`src/rtl/pc_sequencer_pkg.sv`:
```
// pc_sequencer_pkg: branch condition codes, flag indices and the flag vector type
package pc_sequencer_pkg;
    localparam logic [2:0] BT_BRZ    = 3'd0;
    localparam logic [2:0] BT_BRN    = 3'd1;
    localparam logic [2:0] BT_BRNZ   = 3'd2;
    localparam logic [2:0] BT_BRP    = 3'd3;
    localparam logic [2:0] BT_BRC    = 3'd4;
    localparam logic [2:0] BT_BRV    = 3'd5;
    localparam logic [2:0] BT_ALWAYS = 3'd6;
    localparam logic [2:0] BT_NEVER  = 3'd7;
    localparam int FLAG_N = 3;
    localparam int FLAG_Z = 2;
    localparam int FLAG_C = 1;
    localparam int FLAG_V = 0;
    typedef logic [3:0] flags_t;
endpackage

```
`src/rtl/pc_sequencer_branch_cond_eval.sv`:
```
// branch_cond_eval: combinational evaluation of the eight branch conditions
module branch_cond_eval
    import pc_sequencer_pkg::*;
(
    input  logic [2:0] btype,
    input  flags_t     flags,
    output logic       cond
);
    logic [7:0] table_bits;
    // one bit per condition code, indexed by btype; code 0 is plain Z
    always_comb begin
        table_bits = {1'b0, 1'b1, flags[FLAG_V], flags[FLAG_C],
                      !flags[FLAG_N] && !flags[FLAG_Z], !flags[FLAG_Z],
                      flags[FLAG_N], flags[FLAG_Z]};
        cond = table_bits[btype];
    end
endmodule

```
`src/rtl/pc_sequencer.sv`:
```
// pc_sequencer: program counter, flag register and one-deep pending redirect buffer
module pc_sequencer
    import pc_sequencer_pkg::*;
#(
    parameter int              PC_W        = 32,
    parameter logic [PC_W-1:0] PC_INC      = PC_W'(1),
    parameter logic [PC_W-1:0] RESET_PC    = '0,
    parameter int              FLAG_BYPASS = 1
) (
    input  logic            clk,
    input  logic            rst,
    input  logic            in_stall,
    input  logic            in_branch,
    input  logic            in_jump,
    input  logic [2:0]      in_btype,
    input  logic [PC_W-1:0] in_target,
    input  logic            in_flags_we,
    input  logic            in_neg,
    input  logic            in_zero,
    input  logic            in_carry,
    input  logic            in_ovf,
    output logic [PC_W-1:0] out_pc,
    output logic [PC_W-1:0] out_pc_next_seq,
    output logic            out_taken,
    output logic            out_flush,
    output logic            out_pending
);
    flags_t          flag_q;
    flags_t          flag_in;
    flags_t          flag_eff;
    logic            cond;
    logic [PC_W-1:0] pend_target;

    // gather ALU flags and pick the source used for this cycle's condition
    always_comb begin
        flag_in         = '0;
        flag_in[FLAG_N] = in_neg;
        flag_in[FLAG_Z] = in_zero;
        flag_in[FLAG_C] = in_carry;
        flag_in[FLAG_V] = in_ovf;
        flag_eff        = (FLAG_BYPASS != 0 && in_flags_we) ? flag_in : flag_q;
    end

    branch_cond_eval u_cond (
        .btype (in_btype),
        .flags (flag_eff),
        .cond  (cond)
    );

    assign out_pc_next_seq = out_pc + PC_INC;
    assign out_taken       = !out_pending && (in_jump || (in_branch && cond));

    // flag register loads whenever written, independent of stall
    always_ff @(posedge clk) begin
        if (rst)
            flag_q <= '0;
        else if (in_flags_we)
            flag_q <= flag_in;
    end

    // PC update: drain pending redirect first, capture redirects raised under stall
    always_ff @(posedge clk) begin
        if (rst) begin
            out_pc      <= RESET_PC;
            out_pending <= 1'b0;
            pend_target <= '0;
            out_flush   <= 1'b0;
        end else if (out_pending && !in_stall) begin
            out_pc      <= pend_target;
            out_pending <= 1'b0;
            out_flush   <= 1'b1;
        end else if (in_stall) begin
            out_flush <= 1'b0;
            if (out_taken) begin
                out_pending <= 1'b1;
                pend_target <= in_target;
            end
        end else if (out_taken) begin
            out_pc    <= in_target;
            out_flush <= 1'b1;
        end else begin
            out_pc    <= out_pc_next_seq;
            out_flush <= 1'b0;
        end
    end
endmodule

```
`config.mk`:
```
export PLATFORM = sky130hd
export DESIGN_NAME = pc_sequencer
export DESIGN_NICKNAME = d
export VERILOG_FILES = /design/src/rtl/pc_sequencer_pkg.sv /design/src/rtl/pc_sequencer_branch_cond_eval.sv /design/src/rtl/pc_sequencer.sv
export SDC_FILE = /design/constraint.sdc
export NUM_CORES = 1
export LEC_CHECK = 0
export BUFFER_PORTS_ARGS = -buffer_cell sky130_fd_sc_hd__buf_4
export CAP_MARGIN = 20
export CELL_PAD_IN_SITES_DETAIL_PLACEMENT = 0
export CELL_PAD_IN_SITES_GLOBAL_PLACEMENT = 1
export CORE_ASPECT_RATIO = 1.2
export CORE_UTILIZATION = 23
export CTS_BUF_LIST = sky130_fd_sc_hd__clkbuf_4 sky130_fd_sc_hd__clkbuf_8 sky130_fd_sc_hd__clkbuf_16
export DETAILED_ROUTE_END_ITERATION = 8
export GPL_TIMING_DRIVEN = 0
export PLACE_DENSITY = 0.64
export SETUP_SLACK_MARGIN = 0.2
export SLEW_MARGIN = 20
export SYNTH_ARGS = -nofsm -noshare
export SYNTH_HDL_FRONTEND = slang
export SYNTH_SLANG_ARGS = --single-unit
```
`constraint.sdc`:
```
create_clock -name clk -period 3 [get_ports clk]
set_clock_uncertainty 0.1 [all_clocks]
set_input_delay 0.6 -clock clk [delete_from_list [all_inputs] [get_ports clk]]
set_output_delay 0.6 -clock clk [all_outputs]
set_load 0.01 [all_outputs]
```
### Word-level counts from Yosys, hierarchy flattened

Index checks and enable logic that the tools add are counted.

* add/sub/neg operators: 1
* magnitude comparators: 1
* equal/unequal tests: 1
* multiplexer cells: 9
* bitwise gates (word level): 1
* reduce and logical (&&, ||, !) cells: 12

Operators with widths (count)
* $mux W32: 3
* $add A32 B1 Y32 const B: 1
* $logic_and A1 B1 Y1: 4
* $logic_not A1 Y1: 4
* $lt A3 B4 Y1 const B: 1
* $mux W1: 4
* $mux W4: 1
* $bmux W1 S3: 1
* $reduce_and A3 Y1: 1
* $ne A2 B1 Y1 const B: 1
* $reduce_and A2 Y1: 1
* $reduce_or A2 Y1: 1
* $logic_or A1 B1 Y1: 1
* $not A1 Y1: 1

* bits in registers: 70
* bits of input ports: 45
* output and inout port bits: 67
* logic and storage cells: 30

### Depth between registers and ports, before layout

* depth after elaboration: 11
* mapped depth: 9
* gate-level depth less buffers: 7

### By module

A second synthesis with hierarchy kept.

* cells, all modules: 541
* area total of the unflattened synthesis: 4070.2 um^2

Modules (own cells, without submodules)
* pc_sequencer: times used 1, cells each 533, area an instance 4018.9 um^2, sequential area each 1401.3 um^2
* branch_cond_eval: times used 1, cells each 8, area an instance 51.3 um^2, sequential area each 0.0 um^2

### Worst setup path after synthesis

No wires, ideal clock.

* path kind: reg-to-output
* from: register out_pc[2]
* to: output out_pc_next_seq[27]
* arrival: 2094 ps
* data required time: 2300 ps
* path slack: 206 ps
* cell stages (with the launch flop): 7
* path buffers: 1
* cells stage by stage: dfxtp_1 nand4_4 or4_1 buf_2 or4b_4 nor2_4 xor2_2

* cells in the longest elaborated chain, start to end: 1

Ends and longest elaborated chain
* start: declaration: RTL line pc_sequencer.sv:22 `output logic [PC_W-1:0] out_pc,`
* start signal: assignment: RTL line pc_sequencer.sv:69 `out_pc <= pend_target;`
* start signal: assignment: RTL line pc_sequencer.sv:79 `out_pc <= in_target;`
* start signal: assignment: RTL line pc_sequencer.sv:82 `out_pc <= out_pc_next_seq;`
* $add A32 B1 Y32: RTL line pc_sequencer.sv:50 `assign out_pc_next_seq = out_pc + PC_INC;`
* end: declaration: RTL line pc_sequencer.sv:23 `output logic [PC_W-1:0] out_pc_next_seq,`

Every way passes these cells.

### Final worst setup path

* from: register out_pc[9]
* to: output out_pc_next_seq[27]

Same word-level chain as after synthesis.

==> summary.txt <==
Outcome
  – Outcome: finished, violations left
  – Failing checks: setup timing

Floorplanning
  – Initial Utilization: 23.6%
  – # IOs: ~110
  – Core ar.: 15,600 um^2
  – Die area: between 15,000 and 20,000 um^2
  – Die height: 141 um
  – Cell Rows: 50
  – Die Wd: roughly 120 um

Synthesis
  – Cell area after synthesis: ~3700 um^2
  – Most frequent cell after synthesis: nand2_1
  – Synth area leaders: dfxtp_1 (38%), a21oi_1 (9.8%), nand2_1 (8.1%), mux2i_1 (4.3%), xnor2_1 (4.3%)
  – Register area share after synthesis: 38.0%
  – Top cell type's share of synthesized area: around two fifths
  – FFs w/ async S/R, synth: 0%
  – Syn Nets: ~520
  – Synth area leader: dfxtp_1
  – Predominant post-synthesis flop cell: dfxtp_1
  – Synth warnings: 0
  – #FFs+latches synth: 70
  – Number of enable flip-flop cells after synthesis: 0
  – Commonest cells post-synth: nand2_1 (79), a21oi_1 (72), dfxtp_1 (70), clkbuf_1 (31), nor3_1 (19)
  – Cell count after synthesis: roughly 470
  – Unique masters post-synth: 44
  – Synthesized area per cell: approximately 8 um^2

Worst setup path
  – Critical Path RT: roughly 2.3 ns
  – Worst path cell trace: nand4_1 -> or4_4 -> buf_6 -> or4b_4 -> nor2_4 -> xor2_2 -> buf_4
  – Max incr delay on CP: roughly 0.50 ns
  – CP max FO: 4
  – Worst setup path class: reg -> out
  – WP data arrival: roughly 2.5 ns
  – Crit start category: register
  – Crit end category: primary output
  – Worst path slowest cell: or4b_4

Route
  – Met3 wire length: just over 800 um
  – Routed wire length per instance: about 18 um
  – # DRC: 0
  – Initial DRC Count: approximately 300
  – Post-Route M1 WL: approximately 6500 um
  – Final WL: 15,300 um
  – Vias/cell: 4.95
  – TritonRoute pass-1 iters: 5
  – Top Layer Used: met4
  – Antenna Violating Nets Remaining: 0
  – Vias after detailed routing: about 4,100
  – Metal2 WL: around 7500 um

Cells and area
  – Layout cells sized above 1: between 30% and 40%
  – Diode count: 0
  – Number of fill cells: ~1,700
  – Layout area overhead: 54.7%
  – Non-Filler Instances: approximately 840
  – Finished Core Util: 36.4%
  – Final nets: approximately 670

CTS
  – Clock Latency Late Sink: around 0.35 ns
  – Clock-pin slew on the worst setup and hold paths: ~0.060 ns
  – CTS Root Cell: clkbuf_16
  – CTS Buf Count: 9
  – CTS tree: done
  – CTS max path bufs: 2
  – Htree depth: 3
  – Clk sink count: 70

Power
  – Pint: around 1.9 mW
  – Sequential share of power: about two fifths
  – Leak Pwr: between 2 and 2.5 nW
  – Comb power frac: ~22%
  – Pwr Density: 478 nW/um^2
  – VDD IR max: around 0.23 mV
  – Clk pwr share: between 30% and 40%
  – Sw frac: ~30%
  – Sw Pwr: approximately 0.81 mW

Place
  – Final Wtd Congestion: ~0.82
  – Port Buf Inserts: 110
  – Dpl hpwl: 10,900 um
  – Dpl cells: between 700 and 800
  – Setup Slack @ Placement: -0.542 ns

STA
  – Hold WS: about 0.35 ns
  – Max-slew headroom: 51.4%
  – Min Tclk post-route: between 3 and 4 ns
  – Slew @ Worst Pin: 0.729 ns
  – Fin Setup TNS: -0.558 ns
  – Fin. max-slew vios: 0
  – Final Hold Fails: 0
  – Final setup viols: 6
  – Max Clk Rate: around 0.31 GHz
  – Final Cycle Share: 106%
  – RSZ-0062 raised after global routing: yes
  – Post-route worst setup slack: -0.186 ns

Global route
  – Vias in the first global route: a little over 4,000
  – GRT overflow: 0
  – Global-route wire length before repair: 23,000 um
  – Initial antenna violation count: 0
  – Total GRT Usage: a little under a fifth
  – Largest net degree at the start of global routing: 12

Worst hold path
  – Min-Delay Path Class: reg -> reg

Run
  – Max_cap viols: 0
cell families after synthesis:
| logic type | after synthesis | synth area share [%] |
|---|---|---|
| AO/OA/AOI/OAI | 135 | 21.9 |
| XOR/XNOR | 30 | 7.34 |
| adder cells (fa/ha/maj) | 1 | 0.340 |
| buffers and inverters | 48 | 5.03 |
| flip-flops | 70 | 38.0 |
| multiplexers | 16 | 4.35 |
| AND/OR/NAND/NOR | 171 | 23.0 |
critical path: cells and delay by family, from the launching register on:
kind | cells | cell delay [ns]
xor+xnor | 1 | 0.19
buf+inv | 2 | 0.29
flops | 1 | 0.36
simple gates | 4 | 1.30
cell type report:
cell class	count	area, um^2	share of cell area (%)
Multi-Input combinational cell	353	2410	42.3
Sequential cell	70	1450	25.4
Timing Repair Buffer	140	1060	18.6
Clock buffer	13	274	4.81
Tap cell	208	260	4.57
Buffer	36	185	3.25
Inverter	12	45.0	0.791
Clock inverter	3	17.5	0.307
final timing paths:
path / start / endpoint / slack, ns / depth (start not counted)
setup / recovery: out_pc[9] / out_pc_next_seq[27] / -0.19 / 7
hold / removal: pend_target[11] / pend_target[11] / 0.35 / 2
setup reg to reg: out_pc[9] / out_pc[27] / 0.54 / 8
hold reg to reg: pend_target[11] / pend_target[11] / 0.35 / 2
sequential cells by signal, indices dropped and copies added (netlist names):
register,flops
flag_q,4
out_flush,1
out_pc,32
out_pending,1
pend_target,32
cell usage in the layout (no fill, tap or decap), types with 7 or more instances in the layout:
master	n
mux2i_1	14
nor3_1	16
xnor2_2	8
a21oi_1	72
nor4_4	7
nand2_1	77
dfxtp_4	10
inv_1	11
xor2_1	9
clkbuf_1	27
nand3_1	14
o21a_1	12
nand4_1	8
dfxtp_1	55
xnor2_1	9
clkbuf_16	9
o21ai_0	15
nor2_1	11
buf_4	137
o22ai_1	9
layer usage:
layer,vias up,track usage [%]
met3,29,3.07
met4,0,9.38
met5,-,0
li1,1984,-
met1,1964,22.5
met2,158,30.7
repair_timing:
item	4_1_cts	5_1_grt
resized for setup	67	27
endpoints found under the setup margin	67	52
hold buffers	0	0
hold endpoints to repair	0	0
buffers inserted	24	6
pin swaps	17	12
power groups by stage:
stage	logic (mW)	clock network, mW	registers, mW
finish	0.608	1.05	1.07
global route	0.658	1.10	1.07
CTS	0.589	1.06	1.06
detailed placement	0.537	0	1.09
global placement	0.535	0	1.09
floorplan	0.266	0	1.08
metrics by stage:
step	cell area, um^2	total power [mW]
finish	5700	2.72
global route	5700	2.83
global placement	4770	1.62
floorplan	3680	1.35
CTS	5510	2.71
detailed placement	4780	1.62
No activity file was read; power rests on OpenSTA's default activity.
